### config.mk
export PLATFORM = sky130hd
export DESIGN_NAME = sr_button_conditioner_flat
export DESIGN_NICKNAME = d
export VERILOG_FILES = /design/src/rtl/sr_cond_pkg.sv /design/src/rtl/sr_button_conditioner_if.sv /design/src/rtl/debounce_channel.sv /design/src/rtl/sr_button_conditioner.sv /design/src/flat_wrapper.sv
export SDC_FILE = /design/constraint.sdc
export NUM_CORES = 1
export LEC_CHECK = 0
export ABC_CLOCK_PERIOD_IN_PS = 5000
export CAP_MARGIN = 20
export CORE_MARGIN = 2
export CORE_UTILIZATION = 40
export CTS_CLUSTER_DIAMETER = 30
export DETAILED_ROUTE_END_ITERATION = 6
export HOLD_SLACK_MARGIN = 0.03
export SLEW_MARGIN = 20
export SYNTH_ARGS = -nofsm -noshare
export SYNTH_HDL_FRONTEND = slang
export SYNTH_SLANG_ARGS = --single-unit
### constraint.sdc
create_clock -name clk -period 5 [get_ports clk]
set_input_delay 1.5 -clock clk [delete_from_list [all_inputs] [get_ports clk]]
set_output_delay 1.5 -clock clk [all_outputs]
set_load 0.01 [all_outputs]
### src/rtl/sr_cond_pkg.sv
// sr_cond_pkg: debouncer state encoding and default timing constants.
package sr_cond_pkg;
  typedef enum logic [1:0] {
    IDLE_LOW  = 2'd0,
    WAIT_HIGH = 2'd1,
    IDLE_HIGH = 2'd2,
    WAIT_LOW  = 2'd3
  } state_e;
  localparam int DEF_DEBOUNCE_CYCLES = 120000;
  localparam int DEF_CNT_WIDTH = 17;
endpackage

### src/rtl/sr_button_conditioner_if.sv
// sr_button_conditioner_if: raw button inputs and conditioned latch requests.
interface sr_button_conditioner_if;
  logic btn_set_raw;
  logic btn_reset_raw;
  logic set_pulse;
  logic reset_pulse;
  logic set_level;
  logic reset_level;
  logic conflict;
  modport master(output btn_set_raw, btn_reset_raw,
                 input set_pulse, reset_pulse, set_level, reset_level, conflict);
  modport slave(input btn_set_raw, btn_reset_raw,
                output set_pulse, reset_pulse, set_level, reset_level, conflict);
endinterface

### src/rtl/debounce_channel.sv
// debounce_channel: 2-FF sync + counter debounce FSM; BTN_ACTIVE_LOW_EN inverts the raw input.
module debounce_channel
  import sr_cond_pkg::*;
#(
  parameter int DEBOUNCE_CYCLES = DEF_DEBOUNCE_CYCLES,
  parameter int CNT_WIDTH = DEF_CNT_WIDTH
) (
  input  logic clk,
  input  logic rst,
  input  logic raw,
  output logic level,
  output logic pulse_req
);
  localparam logic [CNT_WIDTH-1:0] TERM = CNT_WIDTH'(DEBOUNCE_CYCLES - 1);
  logic s1_q, s1_d, s2_q, s2_d, done;
  logic [CNT_WIDTH-1:0] cnt_q, cnt_d;
  state_e state_q, state_d;
`ifdef BTN_ACTIVE_LOW_EN
  assign s1_d = ~raw;
`else
  assign s1_d = raw;
`endif
  assign s2_d = s1_q;
  assign done = cnt_q == TERM;
  assign level = state_q == IDLE_HIGH || state_q == WAIT_LOW;
  always_comb begin
    state_d = state_q;
    cnt_d = cnt_q;
    pulse_req = 1'b0;
    case (state_q)
      IDLE_LOW: if (s2_q) begin
        state_d = WAIT_HIGH;
        cnt_d = CNT_WIDTH'(1);
      end
      WAIT_HIGH: if (!s2_q) begin
        state_d = IDLE_LOW;
        cnt_d = '0;
      end else if (done) begin
        state_d = IDLE_HIGH;
        cnt_d = '0;
        pulse_req = 1'b1;
      end else cnt_d = cnt_q + 1'b1;
      IDLE_HIGH: if (!s2_q) begin
        state_d = WAIT_LOW;
        cnt_d = CNT_WIDTH'(1);
      end
      WAIT_LOW: if (s2_q) begin
        state_d = IDLE_HIGH;
        cnt_d = '0;
      end else if (done) begin
        state_d = IDLE_LOW;
        cnt_d = '0;
      end else cnt_d = cnt_q + 1'b1;
      default: state_d = IDLE_LOW;
    endcase
  end
  always_ff @(posedge clk) begin
    if (rst) begin
      s1_q <= 1'b0;
      s2_q <= 1'b0;
      cnt_q <= '0;
      state_q <= IDLE_LOW;
    end else begin
      s1_q <= s1_d;
      s2_q <= s2_d;
      cnt_q <= cnt_d;
      state_q <= state_d;
    end
  end
endmodule

### src/rtl/sr_button_conditioner.sv
// sr_button_conditioner: debounced set/reset buttons with S=R=1 suppression (option BTN_ACTIVE_LOW_EN).
module sr_button_conditioner
  import sr_cond_pkg::*;
#(
  parameter int DEBOUNCE_CYCLES = DEF_DEBOUNCE_CYCLES,
  parameter int CNT_WIDTH = DEF_CNT_WIDTH
) (
  input logic clk,
  input logic rst,
  sr_button_conditioner_if.slave bus
);
  logic set_req, reset_req;
  logic set_pulse_q, set_pulse_d, reset_pulse_q, reset_pulse_d, conflict_q, conflict_d;
  debounce_channel #(.DEBOUNCE_CYCLES(DEBOUNCE_CYCLES), .CNT_WIDTH(CNT_WIDTH)) u_set (
    .clk(clk), .rst(rst), .raw(bus.btn_set_raw), .level(bus.set_level), .pulse_req(set_req)
  );
  debounce_channel #(.DEBOUNCE_CYCLES(DEBOUNCE_CYCLES), .CNT_WIDTH(CNT_WIDTH)) u_reset (
    .clk(clk), .rst(rst), .raw(bus.btn_reset_raw), .level(bus.reset_level), .pulse_req(reset_req)
  );
  // Requests are combinational so the registered pulse lands with the first level-high cycle.
  always_comb begin
    set_pulse_d = set_req & ~reset_req;
    reset_pulse_d = reset_req & ~set_req;
    conflict_d = set_req & reset_req;
  end
  always_ff @(posedge clk) begin
    if (rst) begin
      set_pulse_q <= 1'b0;
      reset_pulse_q <= 1'b0;
      conflict_q <= 1'b0;
    end else begin
      set_pulse_q <= set_pulse_d;
      reset_pulse_q <= reset_pulse_d;
      conflict_q <= conflict_d;
    end
  end
  assign bus.set_pulse = set_pulse_q;
  assign bus.reset_pulse = reset_pulse_q;
  assign bus.conflict = conflict_q;
endmodule

### src/flat_wrapper.sv
// flat-port wrapper written by rule: the top's interface ports become plain ports
module sr_button_conditioner_flat import sr_cond_pkg::*;
#(
  parameter int DEBOUNCE_CYCLES = DEF_DEBOUNCE_CYCLES,
  parameter int CNT_WIDTH = DEF_CNT_WIDTH
)
  (clk, rst, bus_btn_set_raw, bus_btn_reset_raw, bus_set_pulse, bus_reset_pulse, bus_set_level, bus_reset_level, bus_conflict);
  sr_button_conditioner_if bus_i ();
  input logic clk;
  input logic rst;
  input wire logic [$bits(bus_i.btn_set_raw)-1:0] bus_btn_set_raw;
  input wire logic [$bits(bus_i.btn_reset_raw)-1:0] bus_btn_reset_raw;
  output wire logic [$bits(bus_i.set_pulse)-1:0] bus_set_pulse;
  output wire logic [$bits(bus_i.reset_pulse)-1:0] bus_reset_pulse;
  output wire logic [$bits(bus_i.set_level)-1:0] bus_set_level;
  output wire logic [$bits(bus_i.reset_level)-1:0] bus_reset_level;
  output wire logic [$bits(bus_i.conflict)-1:0] bus_conflict;
  assign bus_i.btn_set_raw = bus_btn_set_raw;
  assign bus_i.btn_reset_raw = bus_btn_reset_raw;
  assign bus_set_pulse = bus_i.set_pulse;
  assign bus_reset_pulse = bus_i.reset_pulse;
  assign bus_set_level = bus_i.set_level;
  assign bus_reset_level = bus_i.reset_level;
  assign bus_conflict = bus_i.conflict;
  sr_button_conditioner #(.DEBOUNCE_CYCLES(DEBOUNCE_CYCLES), .CNT_WIDTH(CNT_WIDTH)) u_core (.clk(clk), .rst(rst), .bus(bus_i));
endmodule
Yosys cells after proc, flatten, opt, wreduce, memory -nomap -nowiden. Index checks and enable logic that the tools add are counted.

Add/subtract/negate cells: 2. Equality and inequality tests: 16. Mux-type cells: 32. Bitwise logic cells: 5. Reductions and logical operators: 8.

Operator list (number): 17-bit 2-to-1 mux (10); 17-bit case mux with 4 select lines (2); 17-bit by 1-bit adder with 17-bit output, second input constant (2); 17-bit == test, second input constant (2); 2-bit 2-to-1 mux (12); 2-bit case mux with 4 select lines (2); 3-bit inequality test, second input constant (4); 2-bit == test, second input constant (4); 2-bit inequality test, second input constant (4); 4-bit AND reduction (2); 1-bit 2-to-1 mux (6); 2-bit by 1-bit == test with 1-bit output, second input constant (2); 2-bit zero test (2); 2-bit AND reduction (2); 1-bit AND (3); 1-bit logical OR (2); 1-bit NOT (2).

Bits in registers: 45. Bits of input ports: 4. Output and inout bits: 5. Logic and storage cells: 74.

Depth between registers and ports, before layout.
Word-level depth: 6. Mapped depth: 8. Mapped depth without buffers: 6.

By module. A second synthesis with hierarchy kept.

Cell total of the unflattened synthesis: 256. Area total of the unflattened synthesis: 2239.6 um^2.

By module, submodules not included: debounce_channel (instances 2, cells an instance 125, area each 1077.3 um^2, seq. area each 420.4 um^2); sr_button_conditioner (instances 1, cells an instance 6, area each 85.1 um^2, seq. area each 60.1 um^2).

Least setup slack after synthesis. Ideal clock, no wire load.

Path kind: input port to flip-flop. Start: input port rst. End: register u_core.u_reset.cnt_q[13]. Library setup time: 0.106 ns. Data arrival time: 2.509 ns. Data required time: 4.894 ns. Slack: 2.385 ns. Stages on the path: 5. Path buffers: 2. Cells stage by stage: clkbuf_1 nor3_1 clkbuf_1 nand2_1 o311ai_0.

RTL lines: from (decl) (line flat_wrapper.sv:10) `input logic rst;`; to (signal assigned) (line debounce_channel.sv:66) `cnt_q <= cnt_d;`; to (decl) (line debounce_channel.sv:16) `logic [CNT_WIDTH-1:0] cnt_q, cnt_d;`.

==> results.md <==
- The internal reg-to-reg setup slack is 2.57 ns.
- The clock drives 45 sinks.
- In this run the critical register-to-register path is captured at u_core.u_set.cnt_q[10]$_SDFFE_PP0P_.
- Summed over all nets, the half-perimeter wirelength after detailed placement is 3040 um.
- The clock transition time at the flip-flop clock pins of the worst setup and hold paths is 0.09 ns.
- The switching share of power is 0.234.
- The minimum period implied by the final worst setup slack is 3.22 ns.
- The final hold slack is 0.453 ns.
- The final total power is 0.611 mW.
- The slew of the pin with the lowest slew margin is 0.901 ns.
- In the final routed layout, each cell accounts on average for 12.8 um.
- During placement, the flow inserted port buffers numbering 8.
- The flow ran to the end, and the final reports show no timing, DRC or antenna violations.
- The register bit total from synthesis is 45.
- In this run the critical register-to-register path is launched from u_core.u_set.cnt_q[0]$_SDFFE_PP0P_.
- TritonCTS built the clock tree.
- In the finished design, the share of the clock period the worst path needs comes to 0.643.
- The cell type with the largest total area after synthesis is sky130_fd_sc_hd__dfxtp_1.
- The fraction of synthesized cell area taken by the top area cell type is 0.408.
- The insertion delay of the later-clocked pin in the worst-skew pair is 0.30 ns.
- The max-cap check violation count is 0.
- After detailed placement, the total cell area comes to 2350 um2.
- The first global-routing pass estimated 7690 um of wire.
- The largest single stage delay on the critical path is 0.64 ns.
- For this run, the leading register cell type out of synthesis is sky130_fd_sc_hd__dfxtp_1.
- The peak clock frequency supported by timing is 311 MHz.
- By count the netlist is led by sky130_fd_sc_hd__dfxtp_1, sky130_fd_sc_hd__nand2_1, sky130_fd_sc_hd__nand3_1.
- The number of flops mapped to enable cells by yosys is 0.
- Relative to the synthesized area, the layout overhead comes to 10.7%.
- The overall track demand over capacity in global routing is 0.157.
- The cell area that synthesis handed to floorplanning was 2210 um2.
- The setup fix buffers added after clock tree synthesis is 0.
- The die covers 6120 um2.
- The detailed-route wire length is 4410 um.
- After clock tree synthesis, the flow added hold-fix buffers numbering 0.
- The final-report hold violation count came to 0.
- Of all nets on the critical path, the largest fanout is 22.
- The post-layout net count is 277.
- The share of total power dissipated in sequential elements is 0.595.
- The number of failing setup endpoints in the final timing report is 0.
- The initial antenna violation count came to 0.
- The setup TNS is 0 ns.
- The placer congestion estimate is 0.832.
- The starting utilization of the core area is 0.408.
- For this design, the slowest cell found on the critical path is sky130_fd_sc_hd__or2_0.
- The total congestion overflow is 0.
- The via count of the routed design is 1890.
- The leakage power is 0.798 nW.
- The number of synthesis warnings is 0.
- The number of H-tree levels is 2.
- The violation count after the first detailed-routing iteration is 86.
- The net switching power of the design is 0.143 mW.
- Using the TritonRoute via totals, the vias-per-cell ratio works out to 5.49.
- Power spread over the standard cell area amounts to 250 nW/um2.
- The signal arrival time at the worst endpoint is 3.42 ns.
- The number of nets with antenna violations after detailed routing is 0.
- By area the synthesized netlist is led by sky130_fd_sc_hd__dfxtp_1, sky130_fd_sc_hd__nand3_1, sky130_fd_sc_hd__nand2_1, sky130_fd_sc_hd__o21ai_0, sky130_fd_sc_hd__nor2_1.
- Clock skew on the completed layout was measured at 0.00481 ns.
- The launch point of the critical path is rst.
- The number of gates resized after CTS was 0.
- Of the total power, the clock network draws 0.370.
- Of the synthesized area, sequential elements account for 0.408.
- From left edge to right edge, the die measures 78.3 um.
- The pre-antenna-repair detailed-routing pass consisted of 4 iterations.
- The share of total power dissipated in combinational logic is 0.035.
- VDD sags by at most 0.000146 V.
- The synthesized netlist contains 46 unique library cells.
- The gate count after technology mapping is 265.
- In the routed design, unresolved DRC markers number 0.
- The I/O pin count is 9.
- Following the worst setup path forward leads to its endpoint at u_core.u_set.cnt_q[10]$_SDFFE_PP0P_.
- The final cell area excluding filler cells is 2440 um2.
- Counting along the longest clock path gives a buffer depth of 2.
- The share of async-settable or async-resettable flops after synthesis is 0.
- The root buffer cell chosen for the clock tree is sky130_fd_sc_hd__clkbuf_8.
- The core region is 5410 um2.
- In this run the core area contains 27 standard-cell rows.
- The internal portion of the total power is 0.468 mW.
- The floorplan step set the die height to 78.3 um.
- In this run the worst hold path is classified as flop to flop.
- The final-report max-slew violation count was 0.
- The number of global-route vias before repair was 1701.
- Setup repair after global routing left no endpoint under its margin.
- STA classifies the critical path startpoint as a primary input.
- Traced cell by cell, the critical path runs through clkdlybuf4s50_1, buf_4, nand3b_1, or2_0, o21ai_0, a21o_1.
- For the worst setup path, the data required time is 5.21 ns.
- Entering global routing, the biggest net connects 23 pins.
- Each instance of the synthesized netlist takes up on average 8.32 um2.
- The most used standard cell by instance count after synthesis is sky130_fd_sc_hd__dfxtp_1.
- The nature of the critical path endpoint is a flop.
- The fraction of final layout cells with drive strength greater than 1 is 0.0588.
- The normalized max-slew margin is 0.399.
- 0 antenna diodes ended up in the layout.
- The number of buffers created by CTS is 5.
- Synthesis produced a netlist with a net count of 271.
- The count of cells along the worst register-to-register path is 6.
- The classification of the worst setup path is primary input to flop.
-- cell usage in the layout (no fill, tap or decap), drive strengths merged, types with 5 or more instances in the layout --
master / n
a21oi: 11
and3: 5
clkbuf: 6
clkdlybuf4s50: 8
dfxtp: 45
inv: 6
mux2i: 5
nand2: 31
nand3: 26
nand4: 8
nor2: 15
nor2b: 5
nor3: 6
nor4: 6
o21ai: 17
o311ai: 5
or3: 7
xor2: 5
-- final cells by class --
cell class                 count  area (um2)
clock buffer                   6        72.6
clock inverter                 2        15.0
fill                         576        2960
inverter                       6        22.5
multi-input combinational    202        1240
sequential                    45         901
tap                           72        90.1
timing repair buffer          11         103
-- critical path: cells and delay by family --
family,cells,cell delay (ns)
simple gates,2,0.83
buf+inv,2,0.67
compound gates,2,0.42
-- cell families (layout without fill, tap and decap cells) --
family | Yosys count | after routing | synth area share
compound gates | 46 | 46 | 0.128
xor+xnor | 8 | 8 | 0.0352
fa+ha+maj | 2 | 2 | 0.0113
buf+inv | 18 | 25 | 0.0329
flops | 45 | 45 | 0.408
mux | 5 | 5 | 0.0227
simple gates | 141 | 141 | 0.361
-- metal layers --
layer / vias to the layer above / wire [um] / share of wire / track usage
met4: 0 / 70 / 0.016 / 0.0702
met3: 7 / 142 / 0.032 / 0.0356
met1: 871 / 2140 / 0.49 / 0.196
li1: 988 / - / - / -
met2: 24 / 2050 / 0.47 / 0.259
met5: - / 0 / 0 / 0
-- power by group through the flow --
stage,clock network (mW),logic (mW),registers (mW)
floorplan,0,0.0146,0.371
global placement,0,0.0210,0.372
detailed placement,0,0.0212,0.372
CTS,0.233,0.0212,0.364
global route,0.252,0.0242,0.365
finish,0.226,0.0212,0.364
-- sequential cells by signal, indices dropped and copies added, names as in the netlist, named ones only --
| register | flops |
|---|---|
| u_core.bus.reset_pulse | 1 |
| u_core.u_set.cnt_q | 17 |
| u_core.u_reset.cnt_q | 17 |
| u_core.u_reset.s1_q | 1 |
| u_core.u_set.s1_q | 1 |
| u_core.u_set.state_q | 1 |
| u_core.u_reset.s2_q | 1 |
| u_core.u_set.s2_q | 1 |
| u_core.u_reset.state_q | 1 |
| u_core.bus.set_pulse | 1 |
| u_core.bus.conflict | 1 |
-- worst min path at each step --
stage	from	endpoint	slack, ns	depth (start not counted)
after detailed placement	u_core.u_set.s1_q$_SDFF_PP0_	u_core.u_set.s2_q$_SDFF_PP0_	0.44	1
after floorplan	u_core.u_reset.s1_q$_SDFF_PP0_	u_core.u_reset.s2_q$_SDFF_PP0_	0.41	1
after CTS	u_core.u_set.s1_q$_SDFF_PP0_	u_core.u_set.s2_q$_SDFF_PP0_	0.46	1
after global placement	u_core.u_reset.s1_q$_SDFF_PP0_	u_core.u_reset.s2_q$_SDFF_PP0_	0.42	1
after global routing	u_core.u_set.s1_q$_SDFF_PP0_	u_core.u_set.s2_q$_SDFF_PP0_	0.47	1
final	u_core.u_set.s1_q$_SDFF_PP0_	u_core.u_set.s2_q$_SDFF_PP0_	0.45	1
-- metrics by stage --
stage	utilization	worst slack, ns	std cells
global placement	0.434	1.53	336
CTS	0.451	1.77	344
finish	0.452	1.78	344
global route	0.452	1.60	344
detailed placement	0.434	1.44	336
floorplan	-	2.38	265
Note: power is estimated with default switching activity, not from simulation.
